**config.mk**
```make
export PLATFORM = sky130hd
export DESIGN_NAME = alu_share_arbiter
export DESIGN_NICKNAME = d
export VERILOG_FILES = /design/src/rtl/alu_share_arbiter.sv
export SDC_FILE = /design/constraint.sdc
export NUM_CORES = 1
export LEC_CHECK = 0
export CAP_MARGIN = 25
export CORE_ASPECT_RATIO = 0.9
export CORE_MARGIN = 4
export CORE_UTILIZATION = 36
export CTS_BUF_LIST = sky130_fd_sc_hd__clkbuf_16
export CTS_CLUSTER_DIAMETER = 60
export DETAILED_ROUTE_END_ITERATION = 12
export PLACE_DENSITY = 0.77
export REMOVE_ABC_BUFFERS = 1
export SYNTH_ARGS = -nofsm -noshare
export SYNTH_HDL_FRONTEND = slang
export SYNTH_SLANG_ARGS = --single-unit
```
**constraint.sdc**
```tcl
create_clock -name clk -period 1.73 [get_ports clk]
set_clock_uncertainty 0.2 [all_clocks]
set_input_delay 0.346 -clock clk [delete_from_list [all_inputs] [get_ports clk]]
set_output_delay 0.346 -clock clk [all_outputs]
set_load 0.05 [all_outputs]
```
**src/rtl/alu_share_arbiter.sv**
```systemverilog
// alu_share_arbiter
//   Shares one external integer ALU (add / addu / and) between two requesters.
//   Round-robin grant, valid/ready request handshake, one op in flight, and a
//   registered response held under backpressure. Flags signed overflow on add
//   and unsupported funct codes. Keeps a saturating completed-op count for each
//   requester.
// Ports
//   clk, rst                   clock; synchronous active-high reset
//   reqN_valid/ready           request handshake for requester N (0/1)
//   reqN_a, reqN_b, reqN_funct operands and funct code for requester N
//   alu_a, alu_b, alu_funct    drive the external ALU
//   alu_result                 combinational result back from the ALU
//   rsp_valid/ready            response handshake
//   rsp_data, rsp_id           result (0 on error) and issuing requester
//   rsp_ovf, rsp_err           signed add overflow / unsupported funct
//   cnt0, cnt1                 completed responses per requester, saturating
module alu_share_arbiter #(
  parameter int DATA_W = 32,
  parameter int CNT_W  = 16
) (
  input  logic              clk,
  input  logic              rst,
  input  logic              req0_valid,
  output logic              req0_ready,
  input  logic [DATA_W-1:0] req0_a,
  input  logic [DATA_W-1:0] req0_b,
  input  logic [5:0]        req0_funct,
  input  logic              req1_valid,
  output logic              req1_ready,
  input  logic [DATA_W-1:0] req1_a,
  input  logic [DATA_W-1:0] req1_b,
  input  logic [5:0]        req1_funct,
  output logic [DATA_W-1:0] alu_a,
  output logic [DATA_W-1:0] alu_b,
  output logic [5:0]        alu_funct,
  input  logic [DATA_W-1:0] alu_result,
  output logic              rsp_valid,
  input  logic              rsp_ready,
  output logic [DATA_W-1:0] rsp_data,
  output logic              rsp_id,
  output logic              rsp_ovf,
  output logic              rsp_err,
  output logic [CNT_W-1:0]  cnt0,
  output logic [CNT_W-1:0]  cnt1
);

  localparam logic [5:0] F_ADD  = 6'b100000;
  localparam logic [5:0] F_ADDU = 6'b100001;
  localparam logic [5:0] F_AND  = 6'b100100;

  typedef enum logic [1:0] {IDLE, EXEC, RESP} state_t;

  state_t            state, state_nx;
  logic              rr_ptr;   // requester that wins when both are valid
  logic              gnt;      // requester granted this cycle
  logic              take;     // request handshake this cycle
  logic [DATA_W-1:0] op_a, op_b;
  logic [5:0]        op_funct;
  logic              op_id;
  logic              op_sup;
  logic              ovf_c;
  logic              rsp_take;

  always_comb begin
    state_nx   = state;
    gnt        = rr_ptr;
    take       = 1'b0;
    req0_ready = 1'b0;
    req1_ready = 1'b0;
    case (state)
      IDLE: begin
        if (req0_valid && req1_valid) gnt = rr_ptr;
        else                          gnt = req1_valid;
        take       = req0_valid | req1_valid;
        req0_ready = take & ~gnt;
        req1_ready = take & gnt;
        if (take) state_nx = EXEC;
      end
      EXEC:    state_nx = RESP;
      RESP:    if (rsp_ready) state_nx = IDLE;
      default: state_nx = IDLE;
    endcase
  end

  assign op_sup   = (op_funct == F_ADD) || (op_funct == F_ADDU) || (op_funct == F_AND);
  // Same-sign operands producing an opposite-sign sum; only meaningful for add.
  assign ovf_c    = (op_funct == F_ADD) && (op_a[DATA_W-1] == op_b[DATA_W-1]) &&
                    (alu_result[DATA_W-1] != op_a[DATA_W-1]);
  assign rsp_take = (state == RESP) && rsp_ready;

  // ALU inputs come straight from the op registers; an unsupported funct is
  // replaced by addu so the ALU only ever sees codes it implements.
  assign alu_a     = op_a;
  assign alu_b     = op_b;
  assign alu_funct = op_sup ? op_funct : F_ADDU;

  always_ff @(posedge clk) begin
    if (rst) begin
      state     <= IDLE;
      rr_ptr    <= 1'b0;
      op_a      <= '0;
      op_b      <= '0;
      op_funct  <= F_ADDU;
      op_id     <= 1'b0;
      rsp_valid <= 1'b0;
      rsp_data  <= '0;
      rsp_id    <= 1'b0;
      rsp_ovf   <= 1'b0;
      rsp_err   <= 1'b0;
      cnt0      <= '0;
      cnt1      <= '0;
    end else begin
      state <= state_nx;
      if (take) begin
        op_a     <= gnt ? req1_a     : req0_a;
        op_b     <= gnt ? req1_b     : req0_b;
        op_funct <= gnt ? req1_funct : req0_funct;
        op_id    <= gnt;
      end
      if (state == EXEC) begin
        rsp_valid <= 1'b1;
        rsp_data  <= op_sup ? alu_result : '0;
        rsp_ovf   <= ovf_c;
        rsp_err   <= ~op_sup;
        rsp_id    <= op_id;
      end
      if (rsp_take) begin
        rsp_valid <= 1'b0;
        rr_ptr    <= ~rsp_id;
        if (rsp_id) begin
          if (!(&cnt1)) cnt1 <= cnt1 + CNT_W'(1);
        end else begin
          if (!(&cnt0)) cnt0 <= cnt0 + CNT_W'(1);
        end
      end
    end
  end

endmodule
```
==> Word-level counts from Yosys, hierarchy flattened <==
Index checks and enable logic that the tools add are counted.
{ "word_totals": {"wordCells": 59, "regBits": 142, "out_inout_bits": 140} }
{ "op_classes": {"n_bitwise": 8, "reduce_logical": 13, "eq_ne": 9, "mux": 14, "addsub": 2} }
{ "ops": {"columns": ["operator", "count"], "rows": [
  ["$mux W32", 3],
  ["$add A16 B1 Y16 const B", 2],
  ["$reduce_and A16 Y1", 2],
  ["$eq A6 B6 Y1 const B", 3],
  ["$mux W6", 2],
  ["$mux W1", 6],
  ["$pmux W2 S3", 1],
  ["$reduce_and A3 Y1", 2],
  ["$not A1 Y1", 5],
  ["$logic_and A1 B1 Y1", 4],
  ["$mux W2", 2],
  ["$ne A2 B2 Y1 const B", 2],
  ["$and A1 B1 Y1", 2],
  ["$eq A2 B1 Y1 const B", 1],
  ["$eq A2 B2 Y1 const B", 1],
  ["$logic_not A2 Y1", 1],
  ["$logic_or A1 B1 Y1", 2],
  ["$reduce_and A2 Y1", 1],
  ["$reduce_or A2 Y1", 1],
  ["$eq A1 B1 Y1", 1],
  ["$ne A1 B1 Y1", 1],
  ["$or A1 B1 Y1", 1]
]} }

==> Longest topological paths before layout <==
Gate-level depths: netlist of run 1.
{ "logic_depth": {"ltp_word": 6, "depth_mapped": 7, "ltp_nobuf": 6} }

==> Least setup slack after synthesis of run 1 <==
Ideal clock, no wire load.
{ "synth_path": {"kind": "register to register", "start": "register cnt1[0]", "end": "register cnt1[8]", "setup_time_ps": 123, "period_less_slack_ps": 2347, "setup_slack_ps": -617, "arrival_time_ps": 2024, "n_path_buf": 0, "required_ps": 1407, "path_stages_with_launch": 7, "cell_sequence": "dfxtp_1 ha_1 nand2_1 nor4_4 a21oi_1 and4_1 mux2_1"} }
{ "synth_via": {"elab_chain_len": 3, "elab_cells_between_ends": 4, "cone_classes": "add/sub (1); bitwise (1); reduce/logical (2)"} }
{ "synth_lines": {"columns": ["element", "line_no", "rtl"], "rows": [
  ["start, declared", "44", "output logic [CNT_W-1:0] cnt1"],
  ["start signal, assigned", "131", "if (!(&cnt1)) cnt1 <= cnt1 + CNT_W'(1);"],
  ["parallel branches: the longest is 3 deep, another holds $add A16 B1 Y16", null, null]
]} }
Parallel ways; which one is timed is not known.
A chain may end at the register's enable or synchronous reset.

==> Worst setup path in the final report of run 1 <==
{ "layout_path": {"start": "register op_funct[3]", "end": "output port alu_funct[2]"} }
{ "layout_via": {"elab_chain_len": 4, "elab_cells_between_ends": 6, "cone_classes": "eq/ne (3); mux (1); reduce/logical (2)"} }
{ "layout_lines": {"columns": ["element", "line_no", "rtl"], "rows": [
  ["start, declared", "58", "logic [5:0] op_funct;"],
  ["start signal, assigned", "117", "op_funct <= gnt ? req1_funct : req0_funct;"],
  ["$eq A6 B6 Y1", "85", "assign op_sup = (op_funct == F_ADD) || (op_funct == F_ADDU) || (op_funct == F_AND);"],
  ["$logic_or A1 B1 Y1", "85", null],
  ["$logic_or A1 B1 Y1 *", "85", null],
  ["$mux W6 *", "95", "assign alu_funct = op_sup ? op_funct : F_ADDU;"],
  ["end, declared", "35", "output logic [5:0] alu_funct,"]
]} }
Every way passes the cells marked *; elsewhere a longest branch is shown, timed or not.

==> results of run 1 <==
cells by family (layout without fill, tap and decap cells):
| logic type | count (synthesis) | count (layout) | share of synthesized area |
|---|---|---|---|
| compound gates | 132 | 132 | 0.1592 |
| mux | 4 | 4 | 0.006937 |
| xor+xnor | 24 | 24 | 0.03428 |
| simple gates | 394 | 394 | 0.2824 |
| buf+inv | 68 | 522 | 0.04836 |
| other cells | 2 | 8 | 0.001225 |
| flops | 142 | 142 | 0.4636 |
| fa+ha+maj | 2 | 2 | 0.004080 |
through the flow:
stage               utilization  total power (µW)  instance area [µm²]
floorplan                     -              5357                 5858
global placement         0.6996              7341                11480
detailed placement       0.6996              7395                11480
CTS                      0.8575             11970                14070
global route             0.9288             13070                15240
finish                   0.9288             12810                15240
worst paths after layout:
kind | from | slack, ns | end | depth (start not counted)
worst max register to register | op_funct[3] | -0.60 | rsp_data[24] | 8
worst min-delay path | rst | 0.19 | rsp_data[27] | 2
worst min register to register | rsp_data[2] | 0.30 | rsp_data[2] | 2
worst max-delay path | op_funct[3] | -0.60 | alu_funct[2] | 4
sequential cells by signal (all words and copies together) (netlist names):
register and flops:
rsp_id 1, rsp_err 1, cnt1 16, rr_ptr 1, cnt0 16, rsp_ovf 1
alu_a 32, op_id 1, alu_b 32, rsp_data 32, state 2, op_funct 6
rsp_valid 1
cell type report:
type                            instances  area [µm²]  share of cell area
Sequential cell                       142        2892              0.1898
Multi-Input combinational cell        560        4848              0.3182
Clock buffer                           17       425.4             0.02792
Timing Repair Buffer                  489        6658              0.4369
Antenna cell                            4       10.01           0.0006569
Clock inverter                         12       125.1            0.008212
Tap cell                              207       259.0             0.01700
Inverter                                4       20.02            0.001314
worst register-to-register path, cell delays in order, from the launching register on:
cell and delay (ns):
dfxtp_2 0.32, or4b_4 0.57, buf_4 0.16, buf_6 0.11
a21oi_4 0.14, buf_6 0.17, buf_12 0.15, nand3_1 0.11
a21oi_1 0.29
per-layer routing:
metal | share of wire | GRT usage | vias up | wire length [µm]
li1 | - | - | 3587 | -
met1 | 0.34 | 0.3398 | 4247 | 13520
met2 | 0.51 | 0.5679 | 594 | 20160
met3 | 0.089 | 0.1066 | 181 | 3561
met4 | 0.067 | 0.1308 | 0 | 2658
met5 | 0 | 0 | - | 0
power groups by stage:
stage / Clock, µW / Combinational (µW) / Sequential, µW
floorplan: 0 / 781 / 4580
global placement: 0 / 3470 / 3870
detailed placement: 0 / 3510 / 3880
CTS: 3550 / 4600 / 3820
global route: 3760 / 5440 / 3870
finish: 3640 / 5320 / 3860
Yosys cell counts, types with 2 or more instances:
master    count
a31oi_1       3
a311oi_1     68
ha_1          2
nor2b_1       4
buf_2        18
buf_1         2
o21ai_0       6
inv_1         4
xor2_1        7
o211ai_1      3
buf_4         5
xnor2_1      17
nand2b_1      2
or4_1         3
mux2i_1       2
or2_2         3
mux2_1        2
nand3_1      40
nor4_1        6
o21a_1        2
nand2_1     187
a21oi_1      40
clkbuf_1     39
nor2_1      109
and4_1        3
dfxtp_1     142
conb_1        2
and3_1        4
nand4_1       9
nor3_1       12
a211oi_1      3
repair_timing:
item,CTS,global route
endpoints found under the setup margin,135,143
pin swaps,193,179
gates cloned,19,9
buffers inserted,46,34
resized for setup,276,276
==> results.md, run 1 <==
- Outcome: finished, violations left
- Failing checks: negative setup slack
- Slack of the critical path: -0.6015 ns
- Critical path startpoint category: flip-flop
- Num CTS Buffers: 17
- NetSw: 4652 µW
- WL final: 39900 µm
- Core area: 16410 µm²
- Vias: 8609
- Hold Crit Class: in -> reg
- Clock latency on the worst-skew pair: 0.43 ns
- Post-synth top area share: 0.4636
- Total grt overflow: 0
- Sw Share: 0.3631
- Root buffer cell: clkbuf_16
- Yosys Warn Count: 0
- Setup Total Neg Slack: -39.33 ns
- Min Hold Slack: 0.1855 ns
- Overall Global Routing Usage: 0.3156
- Leading area contributor after synthesis: dfxtp_1
- Peak VDD IR: 822.0 µV
- Worst-margin pin slew: 0.5462 ns
- Synth Register Bits: 142
- DRC errors left: 0
- Starting Density: 0.3738
- TritonRoute pass-1 iters: 7
- Top cells by area in the synthesized netlist: dfxtp_1 (46%), nand2_1 (11%), a311oi_1 (9.7%)
- Max Fclk: 0.4289 GHz
- Initial antenna violation count: 4
- Pwr per Cell Area: 841.0 nW/µm²
- Clock Power Share: 0.284
- Mapped Cells: 768
- Worst setup EP type: output port
- Via density: 5.999
- Reg power frac: 0.301
- WL per Instance: 27.80 µm
- Top FF cell, synth: dfxtp_1
- Post-synth ARST share: 0
- Layout Nets: 1393
- I/O pin count: 317
- Layout cell share with drive strength beyond 1: 0.5466
- Die area: 19190 µm²
- Kind of critical path: reg -> out
- Vias in the first global route: 8387
- Global-route wire length before repair: 47980 µm
- Critical-path cell list: or4b_4 > nor2_4 > and2_4 > buf_12
- Clk slew on worst S/H paths: 0.06 ns
- Routability cong.: 0.8516
- Pre-CTS setup slack: -0.7078 ns
- Commonest non-fill, non-tap cells in the layout: clkdlybuf4s50_1 (172), buf_12 (168), dfxtp_1 (113)
- Commonest non-fill, non-tap cell in the layout: clkdlybuf4s50_1
- Slowest-stage cell, CP: or4b_4
- Max_cap viols: 0
- Max Buffers Root-to-Sink: 2
- Final Hold Viols: 0
- Placed insts: 1319
- Chip width: 145.6 µm
- EDFF count, synth: 0
- Max incr delay on CP: 0.57 ns
- Leak pwr: 0.006083 µW
- H-Tree Level Count: 4
- Standard-cell rows: 44
- Post-route insts no fill: 1435
- Comb power frac: 0.415
- Avg Cell Area, Syn: 7.985 µm²
- Final setup fails: 140
- Tcrit/Tclk final: 1.348
- Fill count: 503
- Slew Limit Fails: 0
- Netlist cell types: 50
- TritonCTS clock tree: done
- Largest net degree at the start of global routing: 48
- Min Clock Period, post-route: 2.331 ns
- Critical path fanouts, max: 3
- RSZ-0062 raised after global routing: true
- Worst Path Arrival: 1.79 ns
- Internal power: 8162 µW
- Port buffer count: 312
- Cell area after synthesis: 6132 µm²
- DRT antenna net count: 0
- Req. time, crit path: 1.18 ns
- Hpwl dp: 17330 µm
- CP delay by family, top: simple AND/OR/NAND/NOR gates
- Post-synthesis sequential area ratio: 0.4636
- Area growth syn-to-layout: 148.5%
- # hold bufs at CTS: 0
- CTS sink cnt: 142
- 1st-iter DRT viols: 656
- Die span in y: 131.8 µm
- Relative slew slack: 0.6358
- Crit path buffers/inverters: 1
(Power assumes the default switching activity.)
==> inputs of run 2 (changes only) <==
GPL_ROUTABILITY_DRIVEN = 0   (was unset)
==> results of run 2 <==
No change in the layout: final DEF, timing and power equal those of run 1.
==> inputs of run 3 (changes only) <==
CORE_UTILIZATION = 37   (was 36)
CTS_BUF_LIST = sky130_fd_sc_hd__clkbuf_8   (was sky130_fd_sc_hd__clkbuf_16)
PLACE_DENSITY = 0.79   (was 0.77)
==> run 3 against run 2 <==
The flow still finishes with violations (negative setup slack). Clock power shrank 13%. Non-clock buffer count up 25. Setup slack worse by 0.053 ns. Fmax is 2.2% lower. Sequential power about the same. Clock-buffer cell count up 1. Wire length up 9.9%. Die area down 2.5%. Global-route usage increased by 1.7 points. Hold slack lost 0.096 ns. Cell count grew 2.0%. Largest cell class unchanged. Largest power group unchanged.
==> results.md, run 3 (synthesis gave the netlist of run 1 again) <==
- Crit path buffers/inverters: 3
- Peak VDD IR: 811.9 µV
- Commonest non-fill, non-tap cells in the layout: clkdlybuf4s50_1 (175), buf_12 (167), dfxtp_1 (114)
- Core area: 16190 µm²
- Slew Limit Fails: 0
- Leak pwr: 0.006151 µW
- Via density: 6.283
- CTS sink cnt: 142
- Min Clock Period, post-route: 2.385 ns
- Cell mode on critical path: buf_6
- Hpwl dp: 17580 µm
- Slowest-stage cell, CP: or4b_4
- Hold Crit Class: in -> reg
- Worst Reg2Reg Path Length in Cells: 9
- 1st-iter DRT viols: 851
- Critical path startpoint category: flip-flop
- Worst Path Arrival: 1.84 ns
- Multi-input gate area: 4753 µm²
- Pwr per Cell Area: 820.3 nW/µm²
- GRT busiest layer: met2
- Root buffer cell: clkbuf_8
- WL final: 43850 µm
- Max incr delay on CP: 0.57 ns
- Met2 Usage GRT: 0.6082
- Largest net degree at the start of global routing: 52
- Area growth syn-to-layout: 151.3%
- Fill count: 374
- DRC errors left: 0
- Layout Nets: 1419
- Failing checks: negative setup slack
- I/O pin count: 317
- Die area: 18700 µm²
- DRT antenna net count: 0
- Global-route wire length before repair: 47920 µm
- Max Buffers Root-to-Sink: 2
- Final setup fails: 147
- Vias in the first global route: 8661
- CP delay by family, top: simple AND/OR/NAND/NOR gates
- # hold bufs at CTS: 0
- Clk slew on worst S/H paths: 0.10 ns
- Num CTS Buffers: 17
- TritonRoute pass-1 iters: 6
- Outcome: finished, violations left
- Die span in y: 130.1 µm
- TritonCTS clock tree: done
- Tcrit/Tclk final: 1.378
- Standard-cell rows: 44
- Initial antenna violation count: 5
- Kind of critical path: reg -> out
- Met3 Track Usage GR: 0.09051
- Met1 GRT Util: 0.3536
- Req. time, crit path: 1.18 ns
- Hold Path Depth: 2
- Critical path fanouts, max: 2
- Port buffer count: 312
- Slack of the critical path: -0.6547 ns
- Clock latency on the worst-skew pair: 0.50 ns
- H-Tree Level Count: 4
- FF+latch area: 2895 µm²
- Critical-path cell list: or4b_4 > nor2_4 > buf_6 > inv_2 > buf_6
- Layout cell share with drive strength beyond 1: 0.5475
- RSZ-0062 raised after global routing: true
- Starting Density: 0.3789
- Commonest non-fill, non-tap cell in the layout: clkdlybuf4s50_1
- Max_cap viols: 0
- Final Hold Viols: 0
- Total grt overflow: 0
- Critical path depth: 5
- Max Fclk: 0.4193 GHz
- WL per Instance: 29.95 µm
- Overall Global Routing Usage: 0.3329
- Worst setup EP type: output port
- Vias: 9199
- Chip width: 143.7 µm
- Core Util, Final: 0.9521
- Final Total Pwr: 12640 µW
==> run 3: changes by cell type in the layout (fill, tap and decap cells not counted), sizes merged, moves of 2 or more <==
cell           change
buf               +28
clkbuf             -3
clkdlybuf4s50      +3
inv                +3
dlygate4sd2        -2
==> run 3: what timing repair did <==
action,4_1_cts,5_1_grt
gates cloned,26,3
setup endpoints to repair,147,149
resized for setup,276,265
setup buffers,49,43
pin swaps,188,148
==> run 3: path summary, 6_finish.rpt <==
path	endpoint	slack, ns	startpoint
worst min register to register	rsp_data[26]	0.32	rsp_data[26]
worst min-delay path	rsp_data[20]	0.09	rst
worst max-delay path	alu_funct[0]	-0.65	op_funct[4]
worst max register to register	rsp_data[7]	-0.56	op_funct[4]
==> run 3: final cells by class <==
type / count / area share
clock buffer: 18 / 0.01608
clock inverter: 14 / 0.01169
antenna: 4 / 0.0006496
inverter: 4 / 0.001137
sequential: 142 / 0.1879
multi-input combinational: 561 / 0.3085
timing repair buffer: 514 / 0.4573
tap: 207 / 0.01681
==> run 3: report_power, final <==
| group | total, µW | switching, µW | internal [µW] |
|---|---|---|---|
| Clock | 3150 | 1660 | 1490 |
| Combinational | 5610 | 2870 | 2730 |
| Sequential | 3880 | 355 | 3530 |
==> run 3: per-stage QoR <==
stage | worst slack, ns | TNS (ns) | cells | instance area [µm²] | hold WS (ns)
after floorplan | -1.851 | -163.97 | 706 | 5858 | 0.2151
after global placement | -0.7243 | -46.82 | 1329 | 11590 | 0.2480
after detailed placement | -0.7314 | -52.06 | 1329 | 11590 | 0.2602
after global routing | -0.6917 | -51.76 | 1464 | 15410 | 0.1013
after CTS | -0.6056 | -30.09 | 1435 | 14180 | 0.06731
final | -0.6547 | -45.93 | 1464 | 15410 | 0.08911
==> run 3: layer usage <==
layer,wire length (µm),vias to the layer above
met3,4376,307
met5,0,-
met2,21400,850
li1,-,3652
met4,3808,0
met1,14270,4390
